### src/rtl/br_resolve_ctrl.sv
// Branch-resolve sequencer: mispredict flush/redirect FSM plus buffered BTB write queue (BR_RESOLVE_COALESCE_EN merges same-addr updates).
// Latency: flush N+1..N+FLUSH_CYCLES, redirect N+FLUSH_CYCLES+1; a queued BTB update reaches the port no earlier than N+1.
// Backpressure: fetch_btb_rd defers queue drains; an update arriving at a full, non-draining queue is dropped (wq_drop).
module br_resolve_ctrl #(
    parameter int BTB_ADDR_BITS = 8,
    parameter int WQ_DEPTH      = 4,
    parameter int FLUSH_CYCLES  = 2
) (
    input  logic                     clk,
    input  logic                     rst_n,
    input  logic                     br_valid,
    input  logic                     br_pc_select,
    input  logic [31:0]              br_pc_branch,
    input  logic                     br_btb_web,
    input  logic [BTB_ADDR_BITS-1:0] br_btb_addr,
    input  logic [31:0]              br_btb_din,
    input  logic                     fetch_btb_rd,
    output logic                     btb_web,
    output logic [BTB_ADDR_BITS-1:0] btb_addr,
    output logic [31:0]              btb_din,
    output logic                     flush,
    output logic                     fetch_stall,
    output logic                     redirect_valid,
    output logic [31:0]              redirect_pc,
    output logic                     wq_full,
    output logic                     wq_drop,
    output logic [31:0]              redirect_count
);
    localparam int PTR_W = $clog2(WQ_DEPTH);
    localparam int CNT_W = PTR_W + 1;
    localparam int FC_W  = (FLUSH_CYCLES > 1) ? $clog2(FLUSH_CYCLES) : 1;
    localparam logic [CNT_W-1:0] WQ_FULL_CNT = CNT_W'(WQ_DEPTH);
    localparam logic [FC_W-1:0]  FC_LOAD     = FC_W'(FLUSH_CYCLES - 1);

    typedef enum logic [1:0] {S_IDLE, S_FLUSH, S_REDIRECT} state_t;

    state_t            state_q, state_d;
    logic [FC_W-1:0]   fc_q;
    logic [31:0]       target_q;
    logic              mispredict;

    // Results arriving outside IDLE are younger than the mispredict and are squashed.
    assign mispredict = (state_q == S_IDLE) && br_valid && br_pc_select;

    always_ff @(posedge clk or negedge rst_n) begin
        if (!rst_n) state_q <= S_IDLE;
        else        state_q <= state_d;
    end

    always_comb begin
        state_d        = state_q;
        flush          = 1'b0;
        fetch_stall    = 1'b0;
        redirect_valid = 1'b0;
        case (state_q)
            S_IDLE: begin
                if (mispredict) state_d = S_FLUSH;
            end
            S_FLUSH: begin
                flush       = 1'b1;
                fetch_stall = 1'b1;
                if (fc_q == '0) state_d = S_REDIRECT;
            end
            S_REDIRECT: begin
                redirect_valid = 1'b1;
                fetch_stall    = 1'b1;
                state_d        = S_IDLE;
            end
            default: state_d = S_IDLE;
        endcase
    end

    always_ff @(posedge clk or negedge rst_n) begin
        if (!rst_n) begin
            fc_q           <= '0;
            target_q       <= '0;
            redirect_count <= '0;
        end else begin
            if (mispredict) begin
                fc_q     <= FC_LOAD;
                target_q <= br_pc_branch;
            end else if (state_q == S_FLUSH && fc_q != '0) begin
                fc_q <= fc_q - FC_W'(1);
            end
            if (state_q == S_REDIRECT) redirect_count <= redirect_count + 32'd1;
        end
    end

    assign redirect_pc = target_q;

    logic [BTB_ADDR_BITS-1:0] addr_mem [WQ_DEPTH];
    logic [31:0]              data_mem [WQ_DEPTH];
    logic [PTR_W-1:0]         rd_ptr, wr_ptr;
    logic [CNT_W-1:0]         wq_cnt;
    logic                     wq_empty, enq_req, deq, coal_hit, push, drop;

    assign wq_empty = (wq_cnt == '0);
    assign wq_full  = (wq_cnt == WQ_FULL_CNT);
    assign enq_req  = (state_q == S_IDLE) && br_valid && !br_btb_web;
    assign deq      = !wq_empty && !fetch_btb_rd;
    assign push     = enq_req && !coal_hit && (!wq_full || deq);
    assign drop     = enq_req && !coal_hit && wq_full && !deq;

`ifdef BR_RESOLVE_COALESCE_EN
    logic [PTR_W-1:0] coal_idx;

    // A head entry leaving this cycle is not a merge target; the update then appends instead.
    always_comb begin
        coal_hit = 1'b0;
        coal_idx = '0;
        for (int i = 0; i < WQ_DEPTH; i++) begin
            if (enq_req && (CNT_W'(i) < wq_cnt) && !((i == 0) && deq) &&
                (addr_mem[rd_ptr + PTR_W'(i)] == br_btb_addr)) begin
                coal_hit = 1'b1;
                coal_idx = rd_ptr + PTR_W'(i);
            end
        end
    end
`else
    assign coal_hit = 1'b0;
`endif

    always_ff @(posedge clk) begin
        if (push) begin
            addr_mem[wr_ptr] <= br_btb_addr;
            data_mem[wr_ptr] <= br_btb_din;
        end
`ifdef BR_RESOLVE_COALESCE_EN
        else if (coal_hit) begin
            data_mem[coal_idx] <= br_btb_din;
        end
`endif
    end

    always_ff @(posedge clk or negedge rst_n) begin
        if (!rst_n) begin
            rd_ptr  <= '0;
            wr_ptr  <= '0;
            wq_cnt  <= '0;
            wq_drop <= 1'b0;
        end else begin
            wq_drop <= drop;
            if (push) wr_ptr <= wr_ptr + PTR_W'(1);
            if (deq)  rd_ptr <= rd_ptr + PTR_W'(1);
            case ({push, deq})
                2'b10:   wq_cnt <= wq_cnt + CNT_W'(1);
                2'b01:   wq_cnt <= wq_cnt - CNT_W'(1);
                default: wq_cnt <= wq_cnt;
            endcase
        end
    end

    assign btb_web  = !deq;
    assign btb_addr = wq_empty ? '0 : addr_mem[rd_ptr];
    assign btb_din  = wq_empty ? '0 : data_mem[rd_ptr];

endmodule

### config.mk
export PLATFORM = sky130hd
export DESIGN_NAME = br_resolve_ctrl
export DESIGN_NICKNAME = d
export VERILOG_FILES = /design/src/rtl/br_resolve_ctrl.sv
export SDC_FILE = /design/constraint.sdc
export NUM_CORES = 1
export LEC_CHECK = 0
export ABC_AREA = 1
export CAP_MARGIN = 20
export CORE_ASPECT_RATIO = 0.6
export CORE_MARGIN = 1
export CORE_UTILIZATION = 50
export CTS_CLUSTER_SIZE = 14
export DETAILED_ROUTE_END_ITERATION = 7
export PLACE_DENSITY = 0.78
export SLEW_MARGIN = 30
export SYNTH_ARGS = -nofsm -noshare
export SYNTH_HDL_FRONTEND = slang
export SYNTH_SLANG_ARGS = --single-unit
### constraint.sdc
create_clock -name clk -period 4.75 [get_ports clk]
set_input_delay 0.7125 -clock clk [delete_from_list [all_inputs] [get_ports clk]]
set_output_delay 0.7125 -clock clk [all_outputs]
set_load 0.02 [all_outputs]
==> results.md, run 1 <==
* Status: finished, final reports clean
* Sequential standard cell area at 0.00668 sq mm
* Reg2Reg Depth at 7
* Post-route ant nets at 0
* Top cells by area, synth: edfxtp_1, dfrtp_1, nor2_1
* Setup bufs post-CTS at 0
* Number of max-cap violations at 0
* Syn_nets at 916
* CP Launch Type: flip-flop
* Layout area overhead at 29.1%
* Num Clock Sinks at 235
* Synth cell types at 31
* # DRC at 0
* Drt first pass iters at 5
* Number of global-route vias before repair at 6398
* Clock Skews at 0.00742 ns
* Critical path's largest stage delay at 0.66 ns
* I/O Buffers at 187
* Initial antenna violation count at 0
* Final Util at 66.0%
* Setup violations, final at 0
* Seq/Total Area, Yosys at 68.7%
* Row Count at 39
* Clock transition at the registers of the reported paths at 0.06 ns
* Vias per cell at 5.19
* Slew @ Worst Pin at 0.847 ns
* Total power at 7.42 mW
* GRT overflow at 0
* Die width at 182 um
* Total number of vias at 6620
* First-pass GRT wire length at 33600 um
* Max_slew headroom at 43.5%
* Synth Warn # at 0
* Final HPWL DP at 13900 um
* Critical path fanouts, max at 54
* Crit-path slowest cell: clkdlybuf4s50_1
* Root buf cell: clkbuf_16
* Largest net degree at the start of global routing at 82
* Worst path arrival time at 2.96 ns
* Post-synth top area share at 49.4%
* Critical path class: flip-flop to output pin
* CTS resizes at 0
* Fin crit period at 3.68 ns
* Core area at 0.0190 sq mm
* WL/cell at 16.7 um
* Reg2reg end: addr_mem[1][6]$_DFFE_PP_
* I/O Pins at 188
* Final Cycle Share at 77.4%
* Yosys top cell by area: edfxtp_1
* GPL Wtd Cong at 0.814
* Cells along the critical path: inv_2 -> buf_4 -> o21ai_0 -> a21oi_1 -> clkdlybuf4s50_1
* Synth async-reset ratio at 31.9%
* #FFs+latches synth at 235
* CTS Buffer Depth at 3
* Setup TNS at 0 ns
* Number of buffers created by CTS at 22
* H-Tree Depth at 1
* CTS Hold Bufs at 0
* Final Routed Wirelength at 21200 um
* GR Util All Layers at 21.7%
* Layout cell share with drive strength beyond 1 at 9.52%
* Die Area at 0.0200 sq mm
* Initial core utilization at 51.1%
* Post-Syn Area per Cell at 11.7 sq um
* Layout filler cell count at 1379
* Leakage power at 4.82 nW
* Initial drt markers at 639
* Die height at 110 um
* Max frequency at 272 MHz
* Mapped Area at 0.00973 sq mm
* Critical Path RT at 4.04 ns
* RSZ-0062 raised after global routing: false
* Pwr per Cell Area at 591 mW/mm^2
* Multi-input gate area at 0.00277 sq mm
* Number of flops mapped to enable cells by yosys at 160
* Max Slew Vio Count at 0
* Worst R2R Start: state_q[1]$_DFFE_PN0P_
* Flop2flop setup slack at 2.07 ns
* Clock Latency Late Sink at 0.49 ns
* Post-synth top flop: edfxtp_1
* Endpoints failing hold at 0
* Fin nets at 1106
* Post-Syn Instances at 828
* Peak VDD IR at 0.000430 V
* CTS tree: yes
* Worst setup EP type: output pin
* Min-delay worst type: primary input to async pin
* N_diodes at 0
[routing by layer]
metal | vias to the layer above | global-route usage, % | routed length, um | share of wire, %
met4 | 0 | 4.50 | 287 | 1.4
met5 | - | 0 | 0 | 0
met1 | 3164 | 32.9 | 10200 | 48
li1 | 3201 | - | - | -
met2 | 234 | 33.0 | 9320 | 44
met3 | 21 | 3.81 | 1460 | 6.9
[through the flow]
stage | hold slack (ns) | std cells | area, sq um | setup slack [ns]
finish | 0.219 | 1275 | 12600 | 1.07
CTS | 0.398 | 1275 | 12600 | 1.09
global route | 0.283 | 1275 | 12600 | 0.945
floorplan | 0.417 | 828 | 9730 | 1.55
detailed placement | 0.491 | 1240 | 11900 | 1.59
global placement | 0.484 | 1240 | 11900 | 1.62
[power by group]
part,internal (mW),total (mW),switching [mW]
logic,1.34,3.14,1.79
clock network,0.931,1.63,0.699
registers,2.48,2.65,0.173
total,4.75,7.42,2.67
[cell usage in the layout (no fill, tap or decap), drive strengths merged]
master	n
a22o	1
fa	1
nor3	11
bufinv	1
a21oi	44
nand2	77
clkdlybuf4s50	186
edfxtp	160
nand3	23
xor2	14
nand4	10
clkinv	6
o21ai	82
inv	49
clkinvlp	1
dfrtp	75
xnor2	7
clkbuf	27
nor2	197
nand3b	3
ha	9
buf	13
mux2	32
[worst max-delay path, delay by kind of cell, from the launching register on]
family	cells	cell delay (ns)
DFF	1	0.40
buffers and inverters	3	1.65
AOI/OAI and AO/OA	2	0.40
[state kept, by name (all words and copies together) (netlist names)]
name	count
state_q	2
wq_drop	1
fc_q	1
wr_ptr	2
wq_cnt	3
addr_mem	32
data_mem	128
redirect_count	32
redirect_pc	32
rd_ptr	2
[worst max path at each step]
stage	startpoint	endpoint	cells past startpoint	slack [ns]
floorplan	br_valid	addr_mem[0][0]$_DFFE_PP_	4	1.55
global placement	br_valid	addr_mem[1][0]$_DFFE_PP_	6	1.62
detailed placement	br_valid	addr_mem[1][6]$_DFFE_PP_	6	1.59
CTS	rd_ptr[0]$_DFFE_PN0N_	btb_din[22]	5	1.09
global route	rd_ptr[0]$_DFFE_PN0N_	btb_din[23]	5	0.95
finish	rd_ptr[0]$_DFFE_PN0N_	btb_din[22]	5	1.07
[Yosys cell counts, types with 4 or more instances]
cell type / number
nor2_1: 189
edfxtp_1: 160
dfrtp_1: 75
nand2_1: 74
o21ai_0: 70
inv_1: 45
a21oi_1: 44
mux2_2: 32
clkbuf_1: 21
nand3_1: 19
xor2_1: 14
o21ai_1: 12
nand4_1: 10
ha_1: 9
buf_2: 8
nor3_1: 8
xnor2_1: 7
buf_1: 4
nor2_4: 4
[kinds of logic (layout without fill, tap and decap cells)]
group,Yosys count,in the layout,share of synthesized area [%]
AND/OR/NAND/NOR,321,321,14.5
flip-flops,235,235,68.7
AO/OA/AOI/OAI,127,127,6.57
buffers and inverters,82,283,3.27
multiplexers,32,32,3.70
XOR/XNOR,21,21,1.89
adder cells (fa/ha/maj),10,10,1.36
[area by class of cell]
class	instances	share of cell area, %
Clock buffer	27	4.70
Clock inverter	8	0.518
Inverter	49	1.46
Multi-Input combinational cell	511	22.0
Sequential cell	235	53.2
Tap cell	246	2.45
Timing Repair Buffer	199	15.6
(Power assumes the default switching activity.)
==> inputs of run 2 (changes only) <==
CORE_UTILIZATION = 47   (was 50)
PLACE_DENSITY = 0.77   (was 0.78)
clock period = 3.2 ns   (was 4.75 ns; I/O delays follow)
==> run 2 against run 1 <==
Effect of this change:
- the run now ends with negative hold slack left
- register-to-register slack lost 0.99 ns
- hold slack got worse by 0.23 ns
- global-route usage fell by 0.76 points
- sequential power grew 47%
- cell count is 2.7% higher
- critical path type unchanged
- sequential share of layout area decreased by 0.42 points
- setup slack lost 0.86 ns
- clock power is 46% higher
==> results.md, run 2 (synthesis gave the netlist of run 1 again) <==
* Slew @ Worst Pin at 0.699 ns (-0.148 ns)
* Setup violations, final at 0 (unchanged)
* Post-route ant nets at 0 (unchanged)
* Critical path class: flip-flop to output pin
* Critical path fanouts, max at 13 (-76%)
* Final Routed Wirelength at 22000 um (+3.7%)
* Max Slew Vio Count at 0 (unchanged)
* Initial antenna violation count at 2 (+2)
* Leakage power at 4.83 nW (+0.35%)
* Flop2flop setup slack at 1.08 ns (-0.99 ns)
* Core area at 0.0201 sq mm (+5.7%)
* Setup bufs post-CTS at 0 (unchanged)
* Num Clock Sinks at 235 (unchanged)
* Number of buffers created by CTS at 22 (unchanged)
* Top reg by flops: data_mem
* Total power at 11.0 mW (+49%)
* Number of global-route vias before repair at 6528 (+2.0%)
* I/O Pins at 188 (unchanged)
* Worst path arrival time at 2.51 ns (-0.45 ns)
* Max frequency at 334 MHz
* Hold slack at -0.00963 ns (-0.228 ns)
* Die height at 113 um (+3.1%)
* Clock transition at the registers of the reported paths at 0.07 ns (about the same)
* Critical Path RT at 2.72 ns (-1.32 ns)
* Final Util at 62.9% (-3.1 points)
* Fin nets at 1108 (+0.18%)
* GRT overflow at 0 (unchanged)
* Most common cell after layout, fill and taps aside: clkdlybuf4s50_1
* Peak VDD IR at 0.000729 V (+70%)
* Die width at 188 um (+3.1%)
* CTS tree: yes
* N_diodes at 0 (unchanged)
* Critical path's largest stage delay at 0.65 ns (about the same)
* Layout area overhead at 30.2%
* GPL Wtd Cong at 0.829 (+1.8%)
* CTS Buffer Depth at 3 (unchanged)
* Number of max-cap violations at 0 (unchanged)
* Total number of vias at 6598 (-0.33%)
* Cells along the critical path: inv_1 -> buf_4 -> nor2_1 -> o21ai_0 -> a21oi_1 -> clkdlybuf4s50_1
* WL/cell at 16.8 um (+1.0%)
* Setup TNS at 0 ns (unchanged)
* Fin worst setup slack at 0.209 ns (-0.865 ns)
* Vias per cell at 5.04 (-2.9%)
* Drt first pass iters at 5 (unchanged)
* Clock Latency Late Sink at 0.49 ns (about the same)
* Endpoints failing hold at 4 (+4)
* Failing checks: negative hold slack
* Initial core utilization at 48.3% (-2.8 points)
* Min-delay worst type: primary input to async pin
* Number of flip-flops in the largest register at 128 (unchanged)
* Commonest cells after routing, fill and taps aside: clkdlybuf4s50_1, nor2_1, edfxtp_1, nand2_1, dfrtp_1
* Clock Skews at 0.0116 ns (+0.00418 ns)
* H-Tree Depth at 1 (unchanged)
* Final HPWL DP at 13900 um (-0.32%)
* Initial drt markers at 476 (-26%)
* Die Area at 0.0213 sq mm (+6.3%)
* Largest net degree at the start of global routing at 79 (-3.7%)
* Pre-CTS WS at 0.647 ns (-0.943 ns)
* CP Launch Type: flip-flop
* Row Count at 40 (+2.6%)
* Final Cycle Share at 93.5%
* Layout cell share with drive strength beyond 1 at 9.85% (+0.32 points)
* Root buf cell: clkbuf_16
* # DRC at 0 (unchanged)
* Max_slew headroom at 53.4% (+9.9 points)
* Status: finished with violations
* Crit-path slowest cell: clkdlybuf4s50_1
* Worst setup EP type: output pin
* Pwr per Cell Area at 871 mW/mm^2 (+48%)
* RSZ-0062 raised after global routing: false
* Fin crit period at 2.99 ns
* GR Util All Layers at 20.9% (-0.76 points)
* I/O Buffers at 187 (unchanged)
* First-pass GRT wire length at 35000 um (+4.1%)
run 2: layout make-up:
| type | instances | area (sq um) |
|---|---|---|
| tap | 273 | 342 |
| clock buffer | 31 | 606 |
| inverter | 49 | 184 |
| fill | 1588 | 7460 |
| timing repair buffer | 201 | 2040 |
| sequential | 235 | 6680 |
| clock inverter | 9 | 40.0 |
| multi-input combinational | 511 | 2760 |
run 2: worst max-delay path, delay by kind of cell, from the launching register on:
kind            cells  cell delay [ns]
buf+inv             3             1.20
compound gates      2             0.38
flops               1             0.34
simple gates        1             0.09
run 2: metal layers:
| layer | vias up | routed length [um] | GRT usage, % |
|---|---|---|---|
| met5 | - | 11 | 0 |
| met1 | 3194 | 10700 | 31.2 |
| met2 | 166 | 9610 | 31.5 |
| li1 | 3209 | - | - |
| met4 | 2 | 289 | 3.79 |
| met3 | 27 | 1420 | 5.05 |
run 2: metrics by stage:
stage | area, sq um | cells
6_report | 12700 | 1309
5_1_grt | 12700 | 1309
4_1_cts | 12700 | 1309
3_5_place_dp | 12000 | 1269
3_3_place_gp | 12000 | 1269
2_1_floorplan | 9730 | 828
run 2: worst paths after layout:
path | from | cells after the start | endpoint
setup / recovery | rd_ptr[1]$_DFFE_PN0N_ | 6 | btb_din[16]
hold / removal | rst_n | 1 | redirect_pc[18]$_DFFE_PN0P_
setup reg to reg | state_q[0]$_DFFE_PN0P_ | 7 | data_mem[3][26]$_DFFE_PP_
hold reg to reg | redirect_count[15]$_DFFE_PN0P_ | 1 | redirect_count[15]$_DFFE_PN0P_
max in group asynchronous | rst_n | 1 | rd_ptr[0]$_DFFE_PN0N_
min in group clk | redirect_count[15]$_DFFE_PN0P_ | 1 | redirect_count[15]$_DFFE_PN0P_
run 2: what timing repair did:
item | CTS | global route
endpoints found under the setup margin | 0 | 1
hold buffers | 0 | 0
gates resized for setup | 0 | 1
run 2: report_power, final:
group          total (mW)  internal, mW  leakage (nW)  switching [mW]
clock                2.38          1.32         0.311            1.06
sequential           3.90          3.68          2.39           0.216
combinational        4.75          2.04          2.13            2.71
total                11.0          7.04          4.83            3.99
